===== src/rtl/jt3012_rx.sv =====
// jt3012_rx: serial DAC-stream receiver turning 13-bit floating-point frames into signed 16-bit samples
// Ports:
//   rst      async active-high reset
//   clk      system clock
//   cen      sampling enable for sy/so/sh1/sh2
//   sy, so   serial shift clock and data (LSB first)
//   sh1, sh2 left/right sample-and-hold strobes
//   left, right         converted signed samples
//   l_valid, r_valid    one-clk update pulses
//   err                 one-clk pulse on a latch edge with a short frame
module jt3012_rx #(
    parameter int SYNC   = 1,
    parameter bit SH_POL = 0
) (
    input  logic        rst,
    input  logic        clk,
    input  logic        cen,
    input  logic        sy,
    input  logic        so,
    input  logic        sh1,
    input  logic        sh2,
    output logic [15:0] left,
    output logic [15:0] right,
    output logic        l_valid,
    output logic        r_valid,
    output logic        err
);
    // Input pipeline, one bit per pin: {sh2, sh1, so, sy}
    logic [3:0]  stg [0:SYNC];
    logic [3:0]  prev;
    logic [3:0]  cur;
    logic        sy_edge;
    logic        l_latch;
    logic        r_latch;
    logic        latch;
    logic        good;
    logic [12:0] sr;
    logic [3:0]  cnt;
    logic [2:0]  sh_amt;
    logic [15:0] conv;

    assign cur = stg[SYNC];

    always_comb begin
        sy_edge = cen & cur[0] & ~prev[0];
        l_latch = cen & (SH_POL ? (cur[2] & ~prev[2]) : (~cur[2] & prev[2]));
        r_latch = cen & (SH_POL ? (cur[3] & ~prev[3]) : (~cur[3] & prev[3]));
        latch   = l_latch | r_latch;
        good    = cnt >= 4'd13;
        // exponent 0 behaves like exponent 1
        sh_amt  = (sr[12:10] == 3'd0) ? 3'd0 : sr[12:10] - 3'd1;
        // offset-binary mantissa minus 512 is the MSB inverted, then sign-extended
        conv    = {{6{~sr[9]}}, ~sr[9], sr[8:0]} << sh_amt;
    end

    always_ff @(posedge clk or posedge rst) begin
        if (rst) begin
            for (int i = 0; i <= SYNC; i++) stg[i] <= '0;
            prev    <= '0;
            sr      <= '0;
            cnt     <= '0;
            left    <= '0;
            right   <= '0;
            l_valid <= 1'b0;
            r_valid <= 1'b0;
            err     <= 1'b0;
        end else begin
            l_valid <= l_latch & good;
            r_valid <= r_latch & good;
            err     <= latch & ~good;
            if (cen) begin
                stg[0] <= {sh2, sh1, so, sy};
                for (int i = 1; i <= SYNC; i++) stg[i] <= stg[i-1];
                prev <= cur;
            end
            if (sy_edge) sr <= {cur[1], sr[12:1]};
            // a latch samples the pre-shift frame; a coincident sy edge starts the next one
            if (latch) cnt <= sy_edge ? 4'd1 : 4'd0;
            else if (sy_edge && cnt != 4'd15) cnt <= cnt + 4'd1;
            if (l_latch && good) left <= conv;
            if (r_latch && good) right <= conv;
        end
    end
endmodule


===== config.mk =====
export PLATFORM = sky130hd
export DESIGN_NAME = jt3012_rx
export DESIGN_NICKNAME = d
export VERILOG_FILES = /design/src/rtl/jt3012_rx.sv
export SDC_FILE = /design/constraint.sdc
export NUM_CORES = 1
export LEC_CHECK = 0
export CORE_MARGIN = 2
export CORE_UTILIZATION = 59
export DETAILED_ROUTE_END_ITERATION = 12
export PLACE_DENSITY = 0.88
export SYNTH_ARGS = -nofsm -noshare
export SYNTH_HDL_FRONTEND = slang
export SYNTH_SLANG_ARGS = --single-unit

===== constraint.sdc =====
create_clock -name clk -period 4.6 [get_ports clk]
set_input_delay 0.92 -clock clk [delete_from_list [all_inputs] [get_ports clk]]
set_output_delay 0.92 -clock clk [all_outputs]
set_load 0.005 [all_outputs]

# Word level (Yosys, flattened, before mapping)
# Cells that the tools add are included.
word_totals:
  rom_bits: 0
  ramBits: 0
  input_bits: 7
  word_cells: 39
  latchBits: 0
  output_inout_bits: 35
  register_bits: 64
  memories: 0
op_classes:
  n_mul: 0
  magnitude_cmp: 1
  shifts: 1
  n_div: 0
  n_addsub: 2
  reduce_logical: 5
  bitwise_logic: 15
  n_mux: 4
  n_eq_ne: 1
op_table:
  columns: ["operator", "n"]
  rows:
  - ["$shl 16x3->16", 1]
  - ["$and 1x1->1", 9]
  - ["$mux 4", 2]
  - ["$not 1->1", 5]
  - ["$add 4x1->4 const B", 1]
  - ["$ge 4x4->1 const B", 1]
  - ["$ne 4x4->1 const B", 1]
  - ["$logic_and 1x1->1", 3]
  - ["$logic_not 3->1", 1]
  - ["$mux 3", 1]
  - ["$sub 3x1->3 const B", 1]
  - ["$reduce_bool 2->1", 1]
  - ["$mux 1", 1]
  - ["$or 1x1->1", 1]

# Logic depth before layout (Yosys ltp)
# Gate-level depths: netlist (run 1).
depth:
  word_depth: 5
  mapped_depth: 7
  ltp_nobuf: 6

# Least setup slack after synthesis (run 1)
# OpenSTA, ideal clock, no wires.
synth_timing:
  path_type: "input to register"
  start: "input port cen"
  end: "register cnt[3]"
  path_stages: 5
  setup_ps: 131
  required_ps: 4469
  arrival_ps: 1618
  path_slack_ps: 2851
  path_buffers: 1
  path_cell_list: "nand3b_1 > buf_2 > a211o_1 > xor2_1 > nor2_1"
synth_between:
  elab_chain_len: 4
  word_cells_on_any_way: 8
  cone_classes: "mux (1); bitwise (5); reduce/logical (2)"
synth_lines:
  columns: ["element", "line", "rtl"]
  rows:
  - ["start: declaration", "17", "input logic cen,"]
  - ["$and 1x1->1 (2 in a row)", "45", "sy_edge = cen & cur[0] & ~prev[0];"]
  - ["$logic_and 1x1->1", "79", "else if (sy_edge && cnt != 4'd15) cnt <= cnt + 4'd1;"]
  - ["$reduce_bool 2->1 (no line)", null, null]
  - ["end signal: assignment", "78", "if (latch) cnt <= sy_edge ? 4'd1 : 4'd0;"]
  - ["end signal: assignment", "79", null]
  - ["end: declaration", "38", "logic [3:0] cnt;"]
# Parallel ways exist; a longest one is shown, timed or not.
# A chain may end at the register's enable or synchronous reset.

# Final worst setup path (run 1)
# Same ends and word-level chain as after synthesis.

==> results of run 1 <==
critical path, cell delays in order:
cell,delay [ps]
sky130_fd_sc_hd__clkdlybuf4s50_1,460
sky130_fd_sc_hd__buf_4,220
sky130_fd_sc_hd__nand3b_1,590
sky130_fd_sc_hd__a211o_1,500
sky130_fd_sc_hd__xor2_1,130
sky130_fd_sc_hd__nor2_1,50
metrics by stage:
stage / utilization / cells / power, mW
2_1_floorplan: - / 289 / 1.29
3_3_place_gp: 0.686 / 380 / 1.33
3_5_place_dp: 0.686 / 380 / 1.36
4_1_cts: 0.734 / 396 / 1.94
5_1_grt: 0.734 / 396 / 2.06
6_report: 0.734 / 396 / 1.95
final timing paths:
check | endpoint | slack [ps] | startpoint | depth (start not counted)
worst max register to register | right[9]$_DFFE_PP0P_ | 2410 | sr[11]$_DFFE_PP0P_ | 4
worst min-delay path | left[5]$_DFFE_PP0P_ | 480 | left[5]$_DFFE_PP0P_ | 2
worst max-delay path | cnt[3]$_DFFE_PP0P_ | 1930 | cen | 6
max in group asynchronous | sr[3]$_DFFE_PP0P_ | 2790 | rst | 3
worst min register to register | left[5]$_DFFE_PP0P_ | 480 | left[5]$_DFFE_PP0P_ | 2
min in group asynchronous | right[13]$_DFFE_PP0P_ | 950 | rst | 2
flip-flops by register name (all words and copies together) (netlist names), 3 cells and up:
signal  cells
cnt         4
left       16
sr         13
cur         4
right      16
stg         4
prev        3
power groups by stage:
stage / clock network (mW) / logic, mW / registers [mW]
finish: 0.584 / 0.537 / 0.828
global placement: 0 / 0.509 / 0.825
global route: 0.616 / 0.595 / 0.850
CTS: 0.589 / 0.535 / 0.820
detailed placement: 0 / 0.529 / 0.828
floorplan: 0 / 0.612 / 0.676
cell usage after synthesis, drive strengths merged, types with 2 or more instances:
master	n	share of area
mux2	35	0.13
dfrtp	63	0.50
inv	10	0.012
mux2i	6	0.019
nor2	14	0.017
nor3b	2	0.0063
o31a	2	0.0055
o32ai	2	0.0055
buf	17	0.036
nand3	3	0.0048
nor2b	3	0.0059
o21ai	31	0.049
clkbuf	7	0.015
nand4	3	0.0099
a221oi	3	0.010
ha	3	0.012
nand2	28	0.033
a31oi	2	0.0040
nand2b	8	0.017
a21boi	2	0.0048
o32a	3	0.0095
a21oi	12	0.019
nand3b	7	0.017
a211oi	4	0.011
o22ai	2	0.0040
area by class of cell:
cell class | instances | area share
inverters | 10 | 0.00995
well taps | 70 | 0.0232
multi-input cells | 192 | 0.367
clock buffers | 9 | 0.0328
repair buffers | 45 | 0.117
flip-flops and latches | 63 | 0.418
clock inverters | 7 | 0.0322
layer usage:
layer	track usage	routed length [um]	vias up
met1	0.289	2730	1143
li1	-	-	1097
met5	0	0	-
met2	0.369	3130	62
met4	0.113	125	0
met3	0.0400	241	15
logic make-up (layout without fill, tap and decap cells):
| logic type | count (synthesis) | count (layout) |
|---|---|---|
| simple gates | 73 | 73 |
| compound gates | 72 | 72 |
| flops | 63 | 63 |
| mux | 42 | 42 |
| buf+inv | 34 | 71 |
| fa+ha+maj | 3 | 3 |
| xor+xnor | 2 | 2 |
==> reports/metrics.json, run 1 <==
{
  "synth_xor_area_frac": 0.00555,
  "report.final.slew_viol_count": 0,
  "setup-tns-final_ps": 0,
  "drv.max_cap_violation_count": 0,
  "synth.yosys.warnings": 0,
  "synth_simple_gate_area_share": 0.121,
  "timing_worst_setup_path_type": "primary input to flip-flop",
  "report.final.hold_viol_count": 0,
  "hold_slack_ps": 478,
  "yosys.area_share.adder": 0.0119,
  "layout_common_cells": "63 x sky130_fd_sc_hd__dfrtp_1, 41 x sky130_fd_sc_hd__clkdlybuf4s50_1, 28 x sky130_fd_sc_hd__nand2_1",
  "outcome": "finished clean",
  "syn_to_final_growth_pct": 19.4,
  "viasPerCell": 5.85,
  "power.share.sequential": 0.425,
  "floorplan.io_pins": 42,
  "wl_um": 6230,
  "multi_input_area_um2": 1380,
  "initial_utilization": 0.614,
  "postCtsSetupBuffers": 0,
  "syn_inst": 289,
  "fp.coreArea_um2": 5140,
  "drt_pre_antenna_iters": 4,
  "peakVddDrop_mv": 0.343,
  "clkSlewWorstSetupHoldPaths_ps": 70,
  "pwr-share-clk": 0.300,
  "postSynthRegisterBits": 63,
  "cts.root.buffer_cell": "sky130_fd_sc_hd__clkbuf_8",
  "cell_rows": 26,
  "worst_pin_slew_ps": 1160,
  "syn_nets": 299,
  "num-fill-cells": 379,
  "via_count": 2317,
  "finClkSkew_ps": 9.10,
  "setup_ws_ps": 1930,
  "portBuffers": 41,
  "gpl.final_weighted_congestion": 0.888,
  "global_route.usage.total": 0.225,
  "internal_power_mw": 1.25,
  "timing.hold.worst.class": "flip-flop to flip-flop",
  "p_sw_frac": 0.361,
  "tritoncts": "yes",
  "layout.nets": 331,
  "fin_crit_ps": 2670,
  "postSynth.asyncResetShare": 1.00,
  "power_leakage_nw": 1.65,
  "postCtsHoldBufs": 0,
  "postPlaceCellArea_um2": 3530,
  "achievable-frequency_mhz": 375,
  "power-per-cell-area_nw_per_um2": 517,
  "routed_wire_length_per_instance_um": 15.7,
  "drive_gt1_frac": 0.184,
  "critical_path_required_ps": 4810,
  "htree_num_levels": 3,
  "grt_max_degree": 44,
  "synth_compound_gate_area_share": 0.147,
  "clock_sink_count": 63,
  "drcViolationCount": 0,
  "timing.slew.headroom": 0.226,
  "worstSetupStartpointType": "primary input",
  "dieHeight_um": 77.2,
  "synth_edf_count": 0,
  "post-route-cell-area_um2": 3770,
  "grt_pass1_wl_um": 10500,
  "number_of_antenna_violations_at_the_first_check_in_global_routing": 0,
  "worst_skew_pair.late_latency_ps": 340,
  "setup_viol_count_final": 0,
  "clockBufferDepth": 2,
  "largest_family_of_logic_cells_by_synthesized_area": "multiplexers",
  "p_sw_uw": 703,
  "ys_seq_area_frac": 0.499,
  "postCtsResizedCells": 0,
  "syn-cell-area_um2": 3160,
  "syn-mean-instance-area_um2": 10.9,
  "timing.critical_path.arrival_ps": 2880,
  "hpwl_um": 4090,
  "grt_pass1_vias": 2160,
  "yosys-mux-area-fraction": 0.153,
  "final_antenna_net_count": 0,
  "synth_cell_types": 54,
  "path_max_fanout": 20,
  "timing.critical_path.to_type": "flip-flop",
  "p_comb_frac": 0.275,
  "final.period_utilization": 0.580,
  "dr.first_iter.drc_count": 288,
  "numCtsBuffers": 9,
  "layout_commonest_cell": "sky130_fd_sc_hd__dfrtp_1",
  "die-area_um2": 5950,
  "regArea_um2": 1580,
  "globalRouteOverflowTotal": 0,
  "rsz0062_at_grt": "no",
  "place_worst_setup_slack_ps": 1590,
  "die_w_um": 77.2,
  "synth_top_flop_cell": "sky130_fd_sc_hd__dfrtp_1",
  "antenna_cells_inserted": 0
}
Power figures use the tool's default switching activity.
==> run 2: changes to the inputs <==
--- a/config.mk
+++ b/config.mk
@@ -6,9 +6,9 @@
 export NUM_CORES = 1
 export LEC_CHECK = 0
 export CORE_MARGIN = 2
-export CORE_UTILIZATION = 59
+export CORE_UTILIZATION = 55
 export DETAILED_ROUTE_END_ITERATION = 12
-export PLACE_DENSITY = 0.88
+export PLACE_DENSITY = 0.83
 export SYNTH_ARGS = -nofsm -noshare
 export SYNTH_HDL_FRONTEND = slang
 export SYNTH_SLANG_ARGS = --single-unit
==> constraint.sdc (replaced) <==
create_clock -name clk -period 2.5 [get_ports clk]
set_input_delay 0.5 -clock clk [delete_from_list [all_inputs] [get_ports clk]]
set_output_delay 0.5 -clock clk [all_outputs]
set_load 0.005 [all_outputs]
==> reports/metrics.json, run 2 (synthesis results as in run 1) <==
{
  "post-place-cells": 387,
  "holdPathEnd": "right[15]$_DFFE_PP0P_",
  "worst_pin_slew_ps": 852,
  "min_path_cells": 2,
  "fin_crit_ps": 1970,
  "min-delay-start": "right[15]$_DFFE_PP0P_",
  "layout_common_cells": "63 x sky130_fd_sc_hd__dfrtp_1, 41 x sky130_fd_sc_hd__clkdlybuf4s50_1, 28 x sky130_fd_sc_hd__nand2_1",
  "timing_worst_setup_path_type": "flip-flop to flip-flop",
  "worstSetupStartpointType": "flip-flop",
  "peakVddDrop_mv": 0.559,
  "portBuffers": 41,
  "cell_rows": 27,
  "antenna_cells_inserted": 0,
  "routed_wire_length_per_instance_um": 14.9,
  "globalRoute.busiestLayer": "met2",
  "power_leakage_nw": 1.66,
  "grt_pass1_wl_um": 10400,
  "timing.critical_path.max_delay_family": "flip-flops",
  "critical_path.reg2reg.endpoint": "right[12]$_DFFE_PP0P_",
  "final.period_utilization": 0.790,
  "timing.slew.headroom": 0.432,
  "hpwl_um": 4250,
  "num-fill-cells": 417,
  "report.final.slew_viol_count": 0,
  "gpl.final_weighted_congestion": 0.927,
  "reg2reg_from": "sr[12]$_DFFE_PP0P_",
  "largest_stage_delay_on_the_critical_path_ps": 900,
  "achievable-frequency_mhz": 507,
  "dr.first_iter.drc_count": 221,
  "setup-tns-final_ps": 0,
  "use_met3": 0.0486,
  "postCtsSetupBuffers": 0,
  "critical_path_required_ps": 2730,
  "dieHeight_um": 79.8,
  "die_w_um": 79.8,
  "reg2reg_setup_slack_ps": 530,
  "report.final.hold_viol_count": 0,
  "drt_pre_antenna_iters": 5,
  "cts.root.buffer_cell": "sky130_fd_sc_hd__clkbuf_8",
  "viasPerCell": 5.63,
  "postCtsHoldBufs": 0,
  "finish.utilization": 0.688,
  "globalRouteOverflowTotal": 0,
  "layout_commonest_cell": "sky130_fd_sc_hd__dfrtp_1",
  "layout_top_registers": "left: 16 flops, right: 16 flops, sr: 13 flops",
  "timing.critical_path.to_type": "flip-flop",
  "power-per-cell-area_nw_per_um2": 932,
  "timing.hold.worst.class": "flip-flop to flip-flop",
  "syn_to_final_growth_pct": 20.6,
  "fp.coreArea_um2": 5540,
  "clock_sink_count": 63,
  "tritoncts": "yes",
  "die-area_um2": 6360,
  "initial_utilization": 0.570,
  "timing.critical_path.arrival_ps": 2200,
  "setup_ws_ps": 526,
  "floorplan.io_pins": 42,
  "outcome": "finished clean",
  "clkSlewWorstSetupHoldPaths_ps": 70,
  "rsz0062_at_grt": "no",
  "cpMaxStageDelayCell": "sky130_fd_sc_hd__dfrtp_1",
  "crit_path_cell_trace": "nand2_1, a211oi_1, a221oi_1, mux2_2",
  "numCtsBuffers": 9,
  "wl_um": 6000,
  "met2_resource_use_gr": 0.348,
  "layout.nets": 336,
  "via_count": 2270,
  "worstRegToRegCells": 4,
  "clockBufferDepth": 2,
  "final_antenna_net_count": 0,
  "grt_pass1_vias": 2202,
  "grt_max_degree": 41,
  "globalRouteMet1Util": 0.269,
  "number_of_antenna_violations_at_the_first_check_in_global_routing": 0,
  "drcViolationCount": 0,
  "place_worst_setup_slack_ps": 498,
  "drive_gt1_frac": 0.196,
  "critical_path_buf_inv_count": 0,
  "postCtsResizedCells": 0,
  "path_max_fanout": 30,
  "finClkSkew_ps": 8.19,
  "final-instance-count-excl-fill": 403,
  "setup_viol_count_final": 0,
  "global_route.usage.total": 0.214,
  "worst_skew_pair.late_latency_ps": 340,
  "drv.max_cap_violation_count": 0,
  "htree_num_levels": 3
}
run 2: cell count changes in the layout (fill, tap and decap cells not counted), sizes merged:
cell,before,now
buf,4,9
bufinv,3,2
clkbuf,9,11
clkinv,4,1
clkinvlp,0,2
run 2: how the worst max path moves through the flow:
stage	slack, ps	depth (start not counted)	start	end
6_report	530	4	sr[12]$_DFFE_PP0P_	right[12]$_DFFE_PP0P_
5_1_grt	340	4	sr[12]$_DFFE_PP0P_	left[7]$_DFFE_PP0P_
4_1_cts	520	4	sr[12]$_DFFE_PP0P_	left[7]$_DFFE_PP0P_
3_5_place_dp	500	4	cen	sr[12]$_DFFE_PP0P_
3_3_place_gp	570	4	cen	sr[12]$_DFFE_PP0P_
2_1_floorplan	430	1	rst	cnt[0]$_DFFE_PP0P_
run 2: layout make-up:
class / count / area, um^2 / share of cell area
repair buffers: 50 / 490 / 0.129
clock inverters: 5 / 80.1 / 0.0210
well taps: 72 / 90.1 / 0.0236
clock buffers: 11 / 151 / 0.0397
flip-flops and latches: 63 / 1580 / 0.414
multi-input cells: 192 / 1380 / 0.363
inverters: 10 / 37.5 / 0.00985
run 2: tightest hold or removal path, delay by kind of cell, from the launching register on:
family / cells / cell delay (ps)
flip-flops: 1 / 340
AO/OA/AOI/OAI: 1 / 60
AND/OR/NAND/NOR: 1 / 50
run 2: power by group:
part | internal (mW) | switching (mW) | total, mW
Clock | 0.613 | 0.383 | 0.996
Combinational | 0.528 | 0.620 | 1.15
Sequential | 1.14 | 0.269 | 1.41
Total | 2.28 | 1.27 | 3.55
run 2: routing by layer:
metal	vias up	wire length [um]
met5	-	0
li1	1100	-
met4	0	157
met1	1091	2660
met2	63	2920
met3	16	256
run 2: metrics by stage:
stage                     area, um^2  hold WS [ps]  power (mW)
after floorplan                 3160           471        2.37
after global placement          3580           463        2.50
after detailed placement        3580           469        2.55
after CTS                       3810           486        3.56
after global routing            3810           510        3.78
final                           3810           479        3.55
==> run 3: changes to the inputs <==
--- a/config.mk
+++ b/config.mk
@@ -6,9 +6,9 @@
 export NUM_CORES = 1
 export LEC_CHECK = 0
 export CORE_MARGIN = 2
-export CORE_UTILIZATION = 55
+export CORE_UTILIZATION = 49
 export DETAILED_ROUTE_END_ITERATION = 12
-export PLACE_DENSITY = 0.83
+export PLACE_DENSITY = 0.78
 export SYNTH_ARGS = -nofsm -noshare
 export SYNTH_HDL_FRONTEND = slang
 export SYNTH_SLANG_ARGS = --single-unit
==> constraint.sdc (replaced) <==
create_clock -name clk -period 1.7 [get_ports clk]
set_input_delay 0.34 -clock clk [delete_from_list [all_inputs] [get_ports clk]]
set_output_delay 0.34 -clock clk [all_outputs]
set_load 0.005 [all_outputs]
==> reports/metrics.json, run 3 (synthesis results as in run 1) <==
{
  "via_count": 2310,
  "peakVddDrop_mv": 0.804,
  "dieHeight_um": 84.3,
  "internal_power_mw": 3.37,
  "multi_input_area_um2": 1390,
  "fp.coreArea_um2": 6280,
  "post-route-cell-area_um2": 3930,
  "power-per-cell-area_nw_per_um2": 1350,
  "final.period_utilization": 0.930,
  "worst_skew_pair.late_latency_ps": 350,
  "layout.nets": 354,
  "globalRouteOverflowTotal": 0,
  "wl_met3_um": 306,
  "clkSlewWorstSetupHoldPaths_ps": 70,
  "final_antenna_net_count": 0,
  "postPlaceCellArea_um2": 3720,
  "p_comb_frac": 0.393,
  "routed_wire_length_per_instance_um": 15.3,
  "antenna_cells_inserted": 0,
  "crit_path_cell_trace": "buf_4, nand2_1, a211oi_1, a221oi_1, mux2_2",
  "worstRegToRegCells": 5,
  "floorplan.io_pins": 42,
  "global_route.usage.total": 0.197,
  "num-fill-cells": 532,
  "reg2reg_setup_slack_ps": 120,
  "drive_gt1_frac": 0.239,
  "die-area_um2": 7100,
  "layout_commonest_cell": "sky130_fd_sc_hd__dfrtp_1",
  "numCtsBuffers": 9,
  "tritoncts": "yes",
  "power.share.sequential": 0.362,
  "drt_pre_antenna_iters": 4,
  "report.final.slew_viol_count": 0,
  "timing.hold.worst.class": "primary input to async pin",
  "cts.root.buffer_cell": "sky130_fd_sc_hd__clkbuf_8",
  "setup_viol_count_final": 0,
  "layout_common_cells": "62 x sky130_fd_sc_hd__dfrtp_1, 41 x sky130_fd_sc_hd__clkdlybuf4s50_1, 28 x sky130_fd_sc_hd__nand2_1",
  "report.final.hold_viol_count": 0,
  "timing.critical_path.arrival_ps": 1820,
  "critical_path_required_ps": 1940,
  "achievable-frequency_mhz": 632,
  "timing_worst_setup_path_type": "flip-flop to flip-flop",
  "initial_utilization": 0.503,
  "gpl.final_weighted_congestion": 0.862,
  "cpMaxStageDelayCell": "sky130_fd_sc_hd__dfrtp_1",
  "portBuffers": 41,
  "timing.critical_path.to_type": "flip-flop",
  "timing.critical_path.max_delay_family": "flip-flops",
  "fin_crit_ps": 1580,
  "setup-tns-final_ps": 0,
  "syn_to_final_growth_pct": 24.4,
  "clock_sink_count": 63,
  "grt_max_degree": 64,
  "grt_pass1_vias": 2307,
  "route.layer.met1.wl_um": 2730,
  "viasPerCell": 5.44,
  "largest_stage_delay_on_the_critical_path_ps": 390,
  "hold_slack_ps": 412,
  "number_of_antenna_violations_at_the_first_check_in_global_routing": 0,
  "dr.first_iter.drc_count": 201,
  "critical_path.reg2reg.endpoint": "left[12]$_DFFE_PP0P_",
  "worst_pin_slew_ps": 367,
  "setup_ws_ps": 119,
  "hpwl_um": 4650,
  "outcome": "finished clean",
  "wl_um": 6520,
  "rsz0062_at_grt": "no",
  "cell_rows": 29,
  "drv.max_cap_violation_count": 0,
  "drcViolationCount": 0,
  "regArea_um2": 1580,
  "max_used_layer": "met4",
  "grt_pass1_wl_um": 11000,
  "met2WireLength_um": 3420,
  "path_max_fanout": 21,
  "timing.slew.headroom": 0.753,
  "worstSetupStartpointType": "flip-flop",
  "postCtsSetupBuffers": 0,
  "die_w_um": 84.3,
  "postCtsHoldBufs": 0,
  "clockBufferDepth": 2,
  "p_sw_frac": 0.365,
  "htree_num_levels": 3,
  "power_leakage_nw": 1.74,
  "p_sw_mw": 1.94,
  "finClkSkew_ps": 10.8,
  "critical_path_buf_inv_count": 1,
  "pwr-share-clk": 0.245,
  "reg2reg_from": "sr[10]$_DFFE_PP0P_",
  "layout_top_registers": "left: 16 flops, right: 16 flops, sr: 13 flops",
  "place_worst_setup_slack_ps": -180
}
run 3: changes by cell type in the layout (fill, tap and decap cells not counted), sizes merged:
cell and change:
buf +18, clkbuf +1, inv -1, bufinv -1
run 3: worst max-delay path by stage:
stage,start,end,slack [ps],depth (start not counted)
floorplan,cnt[0]$_DFFE_PP0P_,left[13]$_DFFE_PP0P_,150,5
global placement,cen,sr[2]$_DFFE_PP0P_,-110,4
detailed placement,cen,sr[3]$_DFFE_PP0P_,-180,4
CTS,sr[12]$_DFFE_PP0P_,left[12]$_DFFE_PP0P_,30,5
global route,sr[10]$_DFFE_PP0P_,left[6]$_DFFE_PP0P_,3,5
finish,sr[10]$_DFFE_PP0P_,left[12]$_DFFE_PP0P_,120,5
run 3: metrics by stage:
stage,power [mW],instances,util
2_1_floorplan,3.48,289,-
3_3_place_gp,3.88,410,0.593
3_5_place_dp,3.97,410,0.593
4_1_cts,5.28,425,0.625
5_1_grt,5.64,425,0.626
6_report,5.30,425,0.626
run 3: routing by layer:
| layer | vias up | GRT usage |
|---|---|---|
| li1 | 1129 | - |
| met1 | 1122 | 0.234 |
| met2 | 52 | 0.336 |
| met3 | 7 | 0.0541 |
| met4 | 0 | 0.0806 |
| met5 | - | 0 |
run 3: worst reg2reg max path: cells and delay by family, from the launching register on:
kind,cells,cell delay [ps]
flops,1,390
compound gates,2,330
mux,1,280
buf+inv,1,260
simple gates,1,200
run 3: final cells by class:
cell class                      instances  area share
Sequential cell                        63       0.401
Timing Repair Buffer                   68       0.159
Tap cell                               77      0.0245
Clock buffer                           12      0.0395
Inverter                               10      0.0105
Multi-Input combinational cell        192       0.354
Clock inverter                          3      0.0108
run 3: power by group through the flow:
stage | Combinational [mW] | Sequential (mW) | Clock, mW
after floorplan | 1.66 | 1.83 | 0
after global placement | 1.95 | 1.93 | 0
after detailed placement | 2.03 | 1.94 | 0
after CTS | 2.04 | 1.91 | 1.33
after global routing | 2.28 | 1.95 | 1.40
final | 2.08 | 1.92 | 1.30
run 3: what timing repair did:
action | CTS | global route
endpoints found under the hold margin | 0 | 0
setup endpoints to repair | 0 | 20
resized for setup | 0 | 2
